**config.mk**
```make
export PLATFORM = sky130hd
export DESIGN_NAME = uart_receiver
export DESIGN_NICKNAME = d
export VERILOG_FILES = /design/src/rtl/uart_receiver.sv
export SDC_FILE = /design/constraint.sdc
export NUM_CORES = 1
export LEC_CHECK = 0
export CORE_ASPECT_RATIO = 1.25
export CORE_UTILIZATION = 41
export CTS_CLUSTER_DIAMETER = 150
export CTS_CLUSTER_SIZE = 12
export DETAILED_ROUTE_END_ITERATION = 10
export GPL_TIMING_DRIVEN = 0
export PLACE_DENSITY = 0.61
export RECOVER_POWER = 25
export SKIP_LAST_GASP = 1
export SLEW_MARGIN = 5
export SYNTH_ARGS = -nofsm -noshare
export SYNTH_HDL_FRONTEND = slang
export SYNTH_SLANG_ARGS = --single-unit
```
**constraint.sdc**
```tcl
create_clock -name clk -period 2.63 [get_ports clk]
set_input_delay 0.3945 -clock clk [delete_from_list [all_inputs] [get_ports clk]]
set_output_delay 0.3945 -clock clk [all_outputs]
set_load 0.05 [all_outputs]
```
**src/rtl/uart_receiver.sv**
```systemverilog
// uart_receiver: 8N1 UART deframer oversampling the rx pin at 4x baud.
// Each good byte is presented on rx_byte with a one-cycle received strobe;
// a zero stop bit gives a one-cycle recv_error strobe instead.
module uart_receiver #(
  parameter int unsigned CLOCK_DIVIDE = 651
) (
  input  logic       clk,
  input  logic       rst,
  input  logic       rx,
  output logic [7:0] rx_byte,
  output logic       received,
  output logic       is_receiving,
  output logic       recv_error
);

  localparam int unsigned DW = ($clog2(CLOCK_DIVIDE) < 1) ? 1 : $clog2(CLOCK_DIVIDE);
  localparam logic [DW-1:0] DIV_MAX = DW'(CLOCK_DIVIDE - 1);

  typedef enum logic [2:0] {
    IDLE,
    START,
    DATA,
    STOP,
    WAIT_IDLE
  } state_t;

  state_t state_q, state_d;

  logic          rx_meta_q, rx_s_q;
  logic [DW-1:0] div_q, div_d;
  logic [1:0]    tcnt_q, tcnt_d;
  logic [2:0]    bcnt_q, bcnt_d;
  logic [7:0]    shift_q, shift_d;
  logic [7:0]    rx_byte_q, rx_byte_d;
  logic          received_q, received_d;
  logic          recv_error_q, recv_error_d;
  logic          is_receiving_q, is_receiving_d;

  logic tick;
  logic mid_start;
  logic bit_point;

  assign tick      = (div_q == DIV_MAX);
  assign mid_start = tick && (tcnt_q == 2'd1);
  assign bit_point = tick && (tcnt_q == 2'd3);

  assign rx_byte      = rx_byte_q;
  assign received     = received_q;
  assign is_receiving = is_receiving_q;
  assign recv_error   = recv_error_q;

  // State register.
  always_ff @(posedge clk or posedge rst) begin
    if (rst) state_q <= IDLE;
    else     state_q <= state_d;
  end

  // Next-state decisions, all taken from the synchronised pin.
  always_comb begin
    state_d = state_q;
    unique case (state_q)
      IDLE:      if (!rx_s_q) state_d = START;
      START:     if (mid_start) state_d = rx_s_q ? IDLE : DATA;
      DATA:      if (bit_point && (bcnt_q == 3'd7)) state_d = STOP;
      STOP:      if (bit_point) state_d = rx_s_q ? IDLE : WAIT_IDLE;
      WAIT_IDLE: if (rx_s_q) state_d = IDLE;
      default:   state_d = IDLE;
    endcase
  end

  // Datapath and registered-output next values.
  always_comb begin
    div_d          = div_q;
    tcnt_d         = tcnt_q;
    bcnt_d         = bcnt_q;
    shift_d        = shift_q;
    rx_byte_d      = rx_byte_q;
    received_d     = 1'b0;
    recv_error_d   = 1'b0;
    is_receiving_d = (state_d != IDLE);

    // Divider restarts on the start edge so bit timing is phase-aligned to it.
    if ((state_d == IDLE) || ((state_d == START) && (state_q != START)))
      div_d = '0;
    else if (tick)
      div_d = '0;
    else
      div_d = div_q + 1'b1;

    if (state_d != state_q)
      tcnt_d = '0;
    else if (tick)
      tcnt_d = tcnt_q + 2'd1;

    unique case (state_q)
      START: begin
        if (mid_start && !rx_s_q) bcnt_d = '0;
      end
      DATA: begin
        if (bit_point) begin
          shift_d[bcnt_q] = rx_s_q;
          if (bcnt_q != 3'd7) bcnt_d = bcnt_q + 3'd1;
        end
      end
      STOP: begin
        if (bit_point) begin
          if (rx_s_q) begin
            rx_byte_d  = shift_q;
            received_d = 1'b1;
          end else begin
            recv_error_d = 1'b1;
          end
        end
      end
      default: ;
    endcase
  end

  // Synchroniser, datapath and output registers.
  always_ff @(posedge clk or posedge rst) begin
    if (rst) begin
      rx_meta_q      <= 1'b1;
      rx_s_q         <= 1'b1;
      div_q          <= '0;
      tcnt_q         <= '0;
      bcnt_q         <= '0;
      shift_q        <= '0;
      rx_byte_q      <= '0;
      received_q     <= 1'b0;
      recv_error_q   <= 1'b0;
      is_receiving_q <= 1'b0;
    end else begin
      rx_meta_q      <= rx;
      rx_s_q         <= rx_meta_q;
      div_q          <= div_d;
      tcnt_q         <= tcnt_d;
      bcnt_q         <= bcnt_d;
      shift_q        <= shift_d;
      rx_byte_q      <= rx_byte_d;
      received_q     <= received_d;
      recv_error_q   <= recv_error_d;
      is_receiving_q <= is_receiving_d;
    end
  end

endmodule

```
# Word-level counts from Yosys, hierarchy flattened
# Cells that the tools add are included.
[word_totals]
out_inout_bits = 11
in_bits = 3
elab_cells = 72
register_bits = 39
[classes]
n_lt_le_gt_ge = 2
n_mux = 25
eq_ne = 15
n_reduce_logical = 16
n_addsub = 3
[op_table]
columns = ["operator", "count"]
rows = [
  ["$mux 3", 9],
  ["$mux 10", 2],
  ["$pmux 3 s5", 1],
  ["$add 10x1->10 const B", 1],
  ["$eq 10x10->1 const B", 1],
  ["$bwmux 8", 1],
  ["$mux 1", 7],
  ["$eq 3x1->1 const B", 2],
  ["$eq 3x2->1 const B", 2],
  ["$eq 3x3->1 const B", 2],
  ["$logic_and 1x1->1", 6],
  ["$logic_not 3->1", 2],
  ["$mux 2", 3],
  ["$ne 2x2->1 const B", 3],
  ["$pmux 3 s2", 1],
  ["$lt 3x4->1 const B", 1],
  ["$reduce_and 4->1", 1],
  ["$reduce_bool 2->1", 2],
  ["$add 3x1->3 const B", 1],
  ["$demux 1 s3", 1],
  ["$ge 3x1->1 const B", 1],
  ["$ne 3x1->1 const B", 1],
  ["$ne 3x3->1", 1],
  ["$ne 3x3->1 const B", 1],
  ["8 further kinds", 8],
]

# Longest topological paths before layout
# Gate-level depths: netlist (run 1).
[depth]
word_depth = 9
mapped_depth = 7
depth_no_buf = 6

# Worst setup path after synthesis (run 1)
# No wires, ideal clock.
[synth_path]
kind = "reg-to-reg"
from = "register div_q[4]"
to = "register shift_q[6]"
path_stages_with_launch = 6
n_path_buf = 1
arrival_ps = 2197
synth_period_minus_slack_ps = 2322
path_slack_ps = 308
t_required_ps = 2505
cell_sequence = "dfrtp_1 -> or4b_4 -> or4_4 -> buf_6 -> and4bb_2 -> mux2_2"
[synth_between]
elab_chain_len = 3
[synth_lines]
columns = ["item", "line", "text"]
rows = [
  ["from (decl)", "30", "logic [DW-1:0] div_q, div_d;"],
  ["from (signal assigned)", "135", "div_q <= div_d;"],
  ["$eq 10x10->1", "43", "assign tick = (div_q == DIV_MAX);"],
  ["$logic_and 1x1->1", "45", "assign bit_point = tick && (tcnt_q == 2'd3);"],
  ["$reduce_and 2->1 (no source line)", "n/a", ""],
  ["to (signal assigned)", "138", "shift_q <= shift_d;"],
  ["to (decl)", "33", "logic [7:0] shift_q, shift_d;"],
]
# No other way between the ends.
# A chain may end at the register's enable or synchronous reset.

# Worst setup path after layout (run 1)
# Same ends and word-level chain as after synthesis.

==> results of run 1 <==
cell usage after synthesis (2+ instances only):
cell	number
sky130_fd_sc_hd__nor3_1	4
sky130_fd_sc_hd__nand3b_1	2
sky130_fd_sc_hd__nand2b_1	2
sky130_fd_sc_hd__nand3_1	5
sky130_fd_sc_hd__or3_1	2
sky130_fd_sc_hd__nand2_1	10
sky130_fd_sc_hd__o21ai_0	4
sky130_fd_sc_hd__mux2_2	17
sky130_fd_sc_hd__ha_1	6
sky130_fd_sc_hd__dfrtp_1	37
sky130_fd_sc_hd__and2_1	2
sky130_fd_sc_hd__nor4_1	2
sky130_fd_sc_hd__inv_1	12
sky130_fd_sc_hd__a21oi_1	11
sky130_fd_sc_hd__nor2b_1	2
sky130_fd_sc_hd__dfstp_2	2
sky130_fd_sc_hd__a22o_1	2
sky130_fd_sc_hd__clkbuf_1	5
sky130_fd_sc_hd__buf_2	2
sky130_fd_sc_hd__nand4_1	3
sky130_fd_sc_hd__xnor2_1	6
sky130_fd_sc_hd__nor4b_2	2
sky130_fd_sc_hd__nor2_1	8
routing by layer:
metal,global-route usage,wire (um),vias up
met1,0.173,1470,690
met5,0,0,-
li1,-,-,652
met3,0.0388,115,7
met4,0.0750,68,0
met2,0.293,1930,29
logic make-up after synthesis:
kind of cell	count (synthesis)
AND/OR/NAND/NOR	55
flip-flops	39
AO/OA/AOI/OAI	26
buffers and inverters	22
multiplexers	19
XOR/XNOR	7
adder cells (fa/ha/maj)	6
critical path: stages, from the launching register on:
cell,delay (ps)
sky130_fd_sc_hd__dfrtp_1,420
sky130_fd_sc_hd__or4b_4,580
sky130_fd_sc_hd__or4_4,530
sky130_fd_sc_hd__buf_6,160
sky130_fd_sc_hd__and4bb_2,290
sky130_fd_sc_hd__mux2_2,320
flip-flops by register name, indices dropped and copies added, names as in the netlist:
register,flops
bcnt_q,3
div_q,10
is_receiving,1
received,1
recv_error,1
rx_byte,8
rx_meta_q,1
rx_s_q,1
shift_q,8
state_q,3
tcnt_q,2
path summary, 6_finish.rpt:
kind / from / endpoint / cells past startpoint
min reg2reg: rx_meta_q / rx_s_q / 0
max reg2reg: div_q[4] / shift_q[6] / 5
max in group asynchronous: rst / rx_byte[3] / 2
max: div_q[4] / shift_q[6] / 5
min in group asynchronous: rst / state_q[1] / 2
min: rx_meta_q / rx_s_q / 0
area by class of cell:
| type | count | area (sq um) | share of cell area |
|---|---|---|---|
| tap | 58 | 72.6 | 0.0317 |
| buffer | 10 | 48.8 | 0.0213 |
| multi-input combinational | 113 | 881 | 0.384 |
| inverter | 12 | 45.0 | 0.0197 |
| clock buffer | 5 | 68.8 | 0.0300 |
| clock inverter | 3 | 67.6 | 0.0295 |
| timing repair buffer | 13 | 130 | 0.0568 |
| sequential | 39 | 978 | 0.427 |
cells in the final DEF (no fill, tap or decap), types with 2 or more instances in the layout:
cell,count
sky130_fd_sc_hd__buf_2,2
sky130_fd_sc_hd__clkdlybuf4s50_1,11
sky130_fd_sc_hd__nand3b_1,2
sky130_fd_sc_hd__mux2_2,17
sky130_fd_sc_hd__nor2b_1,2
sky130_fd_sc_hd__dfstp_2,2
sky130_fd_sc_hd__a22o_1,2
sky130_fd_sc_hd__nor2_1,8
sky130_fd_sc_hd__xnor2_1,6
sky130_fd_sc_hd__nor3_1,4
sky130_fd_sc_hd__nor4_1,2
sky130_fd_sc_hd__nand2b_1,2
sky130_fd_sc_hd__dlygate4sd3_1,2
sky130_fd_sc_hd__ha_1,6
sky130_fd_sc_hd__and2_1,2
sky130_fd_sc_hd__bufinv_16,2
sky130_fd_sc_hd__clkbuf_8,5
sky130_fd_sc_hd__clkbuf_1,5
sky130_fd_sc_hd__or3_1,2
sky130_fd_sc_hd__nand4_1,3
sky130_fd_sc_hd__a21oi_1,11
sky130_fd_sc_hd__nand2_1,10
sky130_fd_sc_hd__nand3_1,5
sky130_fd_sc_hd__o21ai_0,4
sky130_fd_sc_hd__inv_1,12
sky130_fd_sc_hd__dfrtp_1,37
sky130_fd_sc_hd__nor4b_2,2
where the power goes:
| group | internal (mW) | switching [mW] |
|---|---|---|
| sequential | 0.602 | 0.00121 |
| combinational | 0.00297 | 0.0141 |
| clock | 0.378 | 0.211 |
metrics by stage:
step	hold slack (ps)	utilization
final	361	0.510
after global routing	368	0.510
after CTS	364	0.510
after detailed placement	354	0.480
after global placement	347	0.480
after floorplan	345	-
==> flow_summary_export.csv, run 1 <==
group,metric,value,unit
timing,post-route-min-period,2410,ps
synthesis,synth_area_leader_cell,"sky130_fd_sc_hd__dfrtp_1",
global_route,initial_antenna_violation_count,0,
synthesis,post_synth_fa_ha_maj_area_fraction,0.0384,
die,rows,27,
synthesis,synth_async_sr_flop_share,1.00,
placed_design,preCtsSetupSlack,238,ps
clocking,tritoncts.num_buffers,5,
placed_design,post-place-cells,245,
timing,setup_tns,0,ps
routing,drt_first_iter_violations,39,
pwr,powerDensity,528,mW/mm^2
routing,drt_total_wl,3.58,mm
pwr,p_total,1.21,mW
timing,layout_worst_path_cycle_share,0.915,
global_route,gr-total-overflow,0,
pwr,peakVddDrop,344,uV
synthesis,synthesis.area,0.00195,sq mm
cells_and_area,fillers,394,
placed_design,half_perimeter_wire_length_after_placement,2.52,mm
timing,fmaxAchievable,415,MHz
die,die_h,79.2,um
die,die-width,63.7,um
synthesis,postSynthRegisterBits,39,
clocking,clkTransAtPathRegs,80,ps
cells_and_area,nets,203,
synthesis,yosysWarnings,0,
synthesis,syn_area_per_cell,11.2,sq um
placed_design,port-buffer-count,13,
global_route,grt_first_pass_wirelength,6.20,mm
global_route,grt_max_degree,40,
synthesis,main_area_contributors_after_synthesis,"sky130_fd_sc_hd__dfrtp_1 47%, sky130_fd_sc_hd__mux2_2 9.8%, sky130_fd_sc_hd__ha_1 3.8%",
routing,vias_per_cell,5.45,
synthesis,synth.distinct_cells,49,
synthesis,postSynth.topFlopCell,"sky130_fd_sc_hd__dfrtp_1",
clocking,cts_setup_buffers,0,
clocking,h-tree-depth,2,
flow_run,timing.max_cap.violations,0,
routing,first_pass_iters,4,
clocking,tritoncts,"built",
synthesis,yosys.area_share.simple,0.185,
setup_path,worst_ep_required_time,2810,ps
clocking,root_buffer,"sky130_fd_sc_hd__clkbuf_8",
synthesis,post_synth_mux_area_share,0.109,
die,core_area,0.00449,sq mm
synthesis,synth_edf_count,0,
cells_and_area,drive_gt1_frac,0.210,
clocking,number_of_gates_given_a_new_drive_strength_after_cts,0,
synthesis,synth_xor_area_frac,0.0314,
placed_design,dpl-instance-area,0.00216,sq mm
synthesis,main_combinational_cell_family_by_area_after_synthesis,"simple AND/OR/NAND/NOR gates",
min_path,min-delay-path-class,"reg2reg",
routing,drt.antenna.violating_nets,0,
setup_path,path_max_fanout,8,
timing,final-setup-viol-count,0,
die,pin_count,14,
synthesis,synth_sequential_area_ratio,0.501,
setup_path,rrSetupSlack,220,ps
placed_design,finalWeightedCongestion,0.807,
global_route,grt_pass1_vias,1421,
clocking,clkLatencyLatePin,290,ps
setup_path,crit_path_start_kind,"flop",
timing,relSlewSlack,0.0264,
setup_path,critPathCaptureType,"flop",
cells_and_area,insertedDiodeCount,0,
timing,final_hold_viol_count,0,
cells_and_area,post-route-cell-area,0.00229,sq mm
routing,detail_route.wl_per_cell,14.2,um
timing,drv_slew,0,
die,die-area,0.00505,sq mm
synthesis,mappedNetlistNets,183,
timing,worst_slew_pin_slew,1460,ps
setup_path,cp.arrival,2590,ps
pwr,power.static_leakage,1.03,nW
timing,post-route-worst-setup-slack,223,ps
run_status,run_status,"finished clean",
synthesis,yosys.area.top_type_share,0.474,
clocking,max_root_sink_buffers,2,
routing,total_number_of_vias,1378,
synthesis,synth_compound_area_frac,0.0871,
synthesis,synthCells,174,
cells_and_area,finalNonFillerCells,253,
clocking,cts.hold.buffers_added,0,
global_route,global_route.usage.total,0.161,
routing,drcViolationCount,0,
setup_path,worst-setup-path-type,"reg2reg",
die,initial_core_util,0.435,
clocking,clkSinkCount,39,
timing,worst_clock_skew,2.22,ps
timing,setup_repair_after_global_routing_missed_its_margin,"no",
cells_and_area,synthToLayoutAreaGrowth,17.4,%
(Power assumes the default switching activity.)
==> run 2: changes to the inputs <==
--- a/config.mk
+++ b/config.mk
@@ -13,6 +13,7 @@
 export GPL_TIMING_DRIVEN = 0
 export PLACE_DENSITY = 0.61
 export RECOVER_POWER = 25
+export SKIP_CTS_REPAIR_TIMING = 1
 export SKIP_LAST_GASP = 1
 export SLEW_MARGIN = 5
 export SYNTH_ARGS = -nofsm -noshare
==> constraint.sdc (replaced) <==
create_clock -name clk -period 2.3 [get_ports clk]
set_input_delay 0.345 -clock clk [delete_from_list [all_inputs] [get_ports clk]]
set_output_delay 0.345 -clock clk [all_outputs]
set_load 0.05 [all_outputs]
==> run 2 against run 1 <==
Effect of this change: design area down 0.27%; worst hold slack worse by 3.3 ps; non-clock buffer count down 3; count of clock-buffer cells in the layout unchanged; register-to-register slack worse by 210 ps; power up 5.2%; cell count down 1.2%; critical path type unchanged.
==> flow_summary_export.csv, run 2 (synthesis results as in run 1) <==
group,metric,value,unit
run_status,run_status,"finished clean",
setup_path,r2r-end,"shift_q[6]",
setup_path,path_cells,"or4b_4 -> or4_4 -> and4bb_2 -> mux2_2",
timing,layout_worst_path_cycle_share,0.996,
setup_path,worst-setup-path-type,"reg2reg",
setup_path,startpoint,"div_q[6]",
cells_and_area,largest_register_ff_count,10,
timing,post-route-worst-setup-slack,8.25,ps
pwr,peakVddDrop,302,uV
setup_path,critPathMaxStageDelay,580,ps
setup_path,worst-r2r-cell-count,4,
die,initial_core_util,0.435,
die,pin_count,14,
routing,first_pass_iters,4,
pwr,powerDensity,556,mW/mm^2
placed_design,port-buffer-count,13,
global_route,grt_first_pass_wirelength,6.34,mm
placed_design,preCtsSetupSlack,-62.5,ps
pwr,switching_share,0.202,
cells_and_area,insertedDiodeCount,0,
cells_and_area,nets,200,
clocking,h-tree-depth,2,
setup_path,worst_ep_required_time,2480,ps
setup_path,path_max_fanout,8,
timing,worst_slew_pin_slew,1460,ps
setup_path,cpMaxStageDelayCell,"sky130_fd_sc_hd__or4b_4",
setup_path,cp.arrival,2470,ps
placed_design,post-place-cells,245,
min_path,min-delay-path-class,"reg2reg",
routing,drt_total_wl,3.69,mm
cells_and_area,finalNonFillerCells,250,
setup_path,rrSetupSlack,8,ps
cells_and_area,final_common_cell,"sky130_fd_sc_hd__dfrtp_1",
timing,fmaxAchievable,436,MHz
timing,drv_slew,0,
clocking,max_root_sink_buffers,2,
flow_run,timing.max_cap.violations,0,
clocking,clkTransAtPathRegs,80,ps
global_route,gr-total-overflow,0,
cells_and_area,largest_reg_by_ff_count,"div_q",
timing,post-route-min-period,2290,ps
pwr,p_total,1.27,mW
routing,total_number_of_vias,1372,
global_route,initial_antenna_violation_count,0,
global_route,grt_max_degree,40,
pwr,clockPowerShare,0.442,
routing,detail_route.wl_per_cell,14.8,um
setup_path,regToRegStartpoint,"div_q[6]",
die,die-area,0.00505,sq mm
setup_path,crit_path_start_kind,"flop",
routing,drcViolationCount,0,
timing,setup_repair_after_global_routing_missed_its_margin,"yes",
setup_path,worstSetupEndpoint,"shift_q[6]",
min_path,hold_start,"rx_meta_q",
cells_and_area,drive_gt1_frac,0.245,
clocking,tritoncts.num_buffers,5,
die,die_h,79.2,um
pwr,power.sequential.fraction,0.542,
die,core_area,0.00449,sq mm
pwr,power.net_switching,257,uW
global_route,global_route.usage.total,0.168,
pwr,power_report.internal_total,1.01,mW
pwr,power.combinational.fraction,0.016,
timing,final-setup-viol-count,0,
routing,vias_per_cell,5.49,
timing,relSlewSlack,0.0286,
placed_design,half_perimeter_wire_length_after_placement,2.61,mm
clocking,clkLatencyLatePin,290,ps
die,rows,27,
routing,drt.antenna.violating_nets,0,
cells_and_area,synthToLayoutAreaGrowth,17.0,%
cells_and_area,commonest_cells_after_routing_fill_and_taps_aside,"35 x sky130_fd_sc_hd__dfrtp_1, 17 x sky130_fd_sc_hd__mux2_2, 12 x sky130_fd_sc_hd__inv_1, 11 x sky130_fd_sc_hd__a21oi_1, 11 x sky130_fd_sc_hd__clkdlybuf4s50_1",
routing,drt_first_iter_violations,62,
clocking,tritoncts,"built",
timing,final_hold_viol_count,0,
clocking,clkSinkCount,39,
setup_path,critPathCaptureType,"flop",
placed_design,finalWeightedCongestion,0.809,
die,die-width,63.7,um
pwr,power.static_leakage,1.04,nW
clocking,root_buffer,"sky130_fd_sc_hd__clkbuf_8",
global_route,grt_pass1_vias,1426,
timing,worst_clock_skew,4.91,ps
==> run 2: per-layer routing <==
layer,vias to the layer above,GRT usage,wire [um]
met5,-,0,0
met1,692,0.167,1440
li1,648,-,-
met3,5,0.0474,113
met4,0,0.0795,75
met2,27,0.316,2060
==> run 2: worst min-delay path by stage <==
stage,to,slack [ps],cells after the start
after floorplan,rx_s_q,350,0
after global placement,rx_s_q,350,0
after detailed placement,rx_s_q,350,0
after CTS,rx_s_q,360,0
after global routing,rx_s_q,370,0
final,rx_s_q,360,0
==> run 2: layout make-up <==
| class | count | area (sq um) |
|---|---|---|
| multi-input combinational | 113 | 908 |
| inverter | 12 | 45.0 |
| clock buffer | 5 | 68.8 |
| fill | 411 | 2210 |
| sequential | 39 | 981 |
| clock inverter | 3 | 43.8 |
| timing repair buffer | 13 | 130 |
| buffer | 7 | 36.3 |
| tap | 58 | 72.6 |
==> run 2: worst max-delay path, delay by kind of cell, from the launching register on <==
family | cells | cell delay [ps]
mux | 1 | 320
simple gates | 3 | 1430
flops | 1 | 420
==> run 2: through the flow <==
step | instance area (sq um) | setup TNS (ps) | hold slack (ps) | util
6_report | 2290 | 0 | 358 | 0.509
5_1_grt | 2290 | -393 | 366 | 0.509
3_3_place_gp | 2160 | -179 | 347 | 0.481
3_5_place_dp | 2160 | -400 | 348 | 0.481
2_1_floorplan | 1960 | 0 | 345 | -
4_1_cts | 2270 | -683 | 359 | 0.506
==> run 2: power by group through the flow <==
stage                     Clock (mW)  Combinational (mW)  Sequential, mW
after global placement             0              0.0210           0.703
after global routing           0.609              0.0241           0.690
after CTS                      0.583              0.0217           0.690
final                          0.562              0.0199           0.690
after floorplan                    0              0.0129           0.703
after detailed placement           0              0.0217           0.703
==> run 3: changes to the inputs <==
--- a/config.mk
+++ b/config.mk
@@ -11,6 +11,7 @@
 export CTS_CLUSTER_SIZE = 12
 export DETAILED_ROUTE_END_ITERATION = 10
 export GPL_TIMING_DRIVEN = 0
+export MAX_ROUTING_LAYER = met4
 export PLACE_DENSITY = 0.61
 export RECOVER_POWER = 25
 export SKIP_CTS_REPAIR_TIMING = 1
==> run 3 against run 2 <==
Effect of this change: die area unchanged; flip-flop and latch count unchanged; first-iteration DRC count up 4.8%; critical path depth unchanged; routed wire length about the same; critical path type unchanged; critical endpoint unchanged.
==> flow_summary_export.csv, run 3 (synthesis results as in run 1) <==
group,metric,value,unit
run_status,run_status,"finished clean",
setup_path,worst-setup-path-type,"reg2reg",
routing,vias_per_cell,5.48,
clocking,clkLatencyLatePin,290,ps
routing,first_pass_iters,4,
global_route,grt_first_pass_wirelength,6.34,mm
global_route,grt_pass1_vias,1427,
global_route,met2_track_demand_over_resource_in_global_routing,0.316,
clocking,clkSinkCount,39,
pwr,powerDensity,556,mW/mm^2
cells_and_area,largest_register_ff_count,10,
die,die_h,79.2,um
cells_and_area,nets,200,
placed_design,port-buffer-count,13,
timing,post-route-min-period,2290,ps
setup_path,critPathMaxStageDelay,580,ps
die,pin_count,14,
setup_path,path_cells,"or4b_4 -> or4_4 -> and4bb_2 -> mux2_2",
timing,relSlewSlack,0.0285,
clocking,tritoncts.num_buffers,5,
cells_and_area,insertedDiodeCount,0,
cells_and_area,largest_reg_by_ff_count,"div_q",
placed_design,half_perimeter_wire_length_after_placement,2.61,mm
timing,worst_clock_skew,4.91,ps
setup_path,cp.arrival,2470,ps
setup_path,cpMaxStageDelayCell,"sky130_fd_sc_hd__or4b_4",
routing,total_number_of_vias,1371,
clocking,tritoncts,"built",
die,die-area,0.00505,sq mm
setup_path,crit_path_start_kind,"flop",
timing,fmaxAchievable,436,MHz
die,die-width,63.7,um
timing,final-setup-viol-count,0,
cells_and_area,final_common_cell,"sky130_fd_sc_hd__dfrtp_1",
cells_and_area,drive_gt1_frac,0.245,
min_path,min-delay-path-class,"reg2reg",
routing,drcViolationCount,0,
clocking,clkTransAtPathRegs,80,ps
global_route,grt_max_degree,40,
cells_and_area,utilization,0.509,
global_route,global_route.usage.total,0.173,
global_route,grt_busiest_layer,"met2",
placed_design,finalWeightedCongestion,0.821,
setup_path,critPathCaptureType,"flop",
global_route,gr-total-overflow,0,
die,rows,27,
timing,drv_slew,0,
clocking,h-tree-depth,2,
flow_run,timing.max_cap.violations,0,
routing,drt.antenna.violating_nets,0,
clocking,root_buffer,"sky130_fd_sc_hd__clkbuf_8",
routing,detail_route.wl_per_cell,14.8,um
cells_and_area,finalNonFillerCells,250,
timing,layout_worst_path_cycle_share,0.996,
routing,drt_total_wl,3.70,mm
timing,worst_slew_pin_slew,1460,ps
pwr,peakVddDrop,302,uV
die,core_area,0.00449,sq mm
timing,final_hold_viol_count,0,
die,initial_core_util,0.435,
routing,drt_first_iter_violations,65,
setup_path,worst_ep_required_time,2480,ps
timing,setup_repair_after_global_routing_missed_its_margin,"yes",
setup_path,path_max_fanout,8,
pwr,power.static_leakage,1.04,nW
cells_and_area,synthToLayoutAreaGrowth,17.0,%
global_route,use_met1,0.167,
cells_and_area,commonest_cells_after_routing_fill_and_taps_aside,"35 x sky130_fd_sc_hd__dfrtp_1, 17 x sky130_fd_sc_hd__mux2_2, 12 x sky130_fd_sc_hd__inv_1, 11 x sky130_fd_sc_hd__a21oi_1, 11 x sky130_fd_sc_hd__clkdlybuf4s50_1",
global_route,initial_antenna_violation_count,0,
global_route,met3_usage,0.0474,
placed_design,post-place-cells,245,
clocking,max_root_sink_buffers,2,
run 3: critical path, delay by kind of cell (launching register included):
kind / cells / cell delay, ps
flops: 1 / 420
simple gates: 3 / 1430
mux: 1 / 320
run 3: report_power, final:
| part | leakage, nW | switching, mW | total (mW) | internal, mW |
|---|---|---|---|---|
| registers | 0.517 | 0.00127 | 0.690 | 0.688 |
| logic | 0.463 | 0.0165 | 0.0199 | 0.00342 |
| clock network | 0.0581 | 0.240 | 0.562 | 0.323 |
run 3: layout make-up:
cell class                 count  area, sq um
buffer                         7         36.3
clock buffer                   5         68.8
clock inverter                 3         43.8
fill                         411         2210
inverter                      12         45.0
multi-input combinational    113          908
sequential                    39          981
tap                           58         72.6
timing repair buffer          13          130
run 3: per-layer routing:
layer / up-vias / wire [um]
li1: 648 / -
met1: 691 / 1440
met2: 27 / 2060
met3: 5 / 113
met4: 0 / 75
met5: - / 0
run 3: path summary, 6_finish.rpt:
kind                                 from    endpoint  slack, ps  depth (start not counted)
max in group asynchronous             rst  state_q[0]        410                          2
worst min register to register  rx_meta_q      rx_s_q        360                          0
worst min-delay path            rx_meta_q      rx_s_q        360                          0
worst max-delay path             div_q[6]  shift_q[6]          8                          4
worst max register to register   div_q[6]  shift_q[6]          8                          4
min in group asynchronous             rst  shift_q[4]        920                          2
run 3: stage by stage:
step / setup slack (ps) / hold WS (ps) / total power [mW] / TNS [ps] / cell area, sq um
global placement: -50.4 / 347 / 0.724 / -179 / 2160
CTS: -74.7 / 359 / 1.29 / -683 / 2270
finish: 8.25 / 358 / 1.27 / 0 / 2290
floorplan: 38.2 / 345 / 0.716 / 0 / 1960
global route: -54.2 / 366 / 1.32 / -393 / 2290
detailed placement: -62.5 / 348 / 0.725 / -400 / 2160
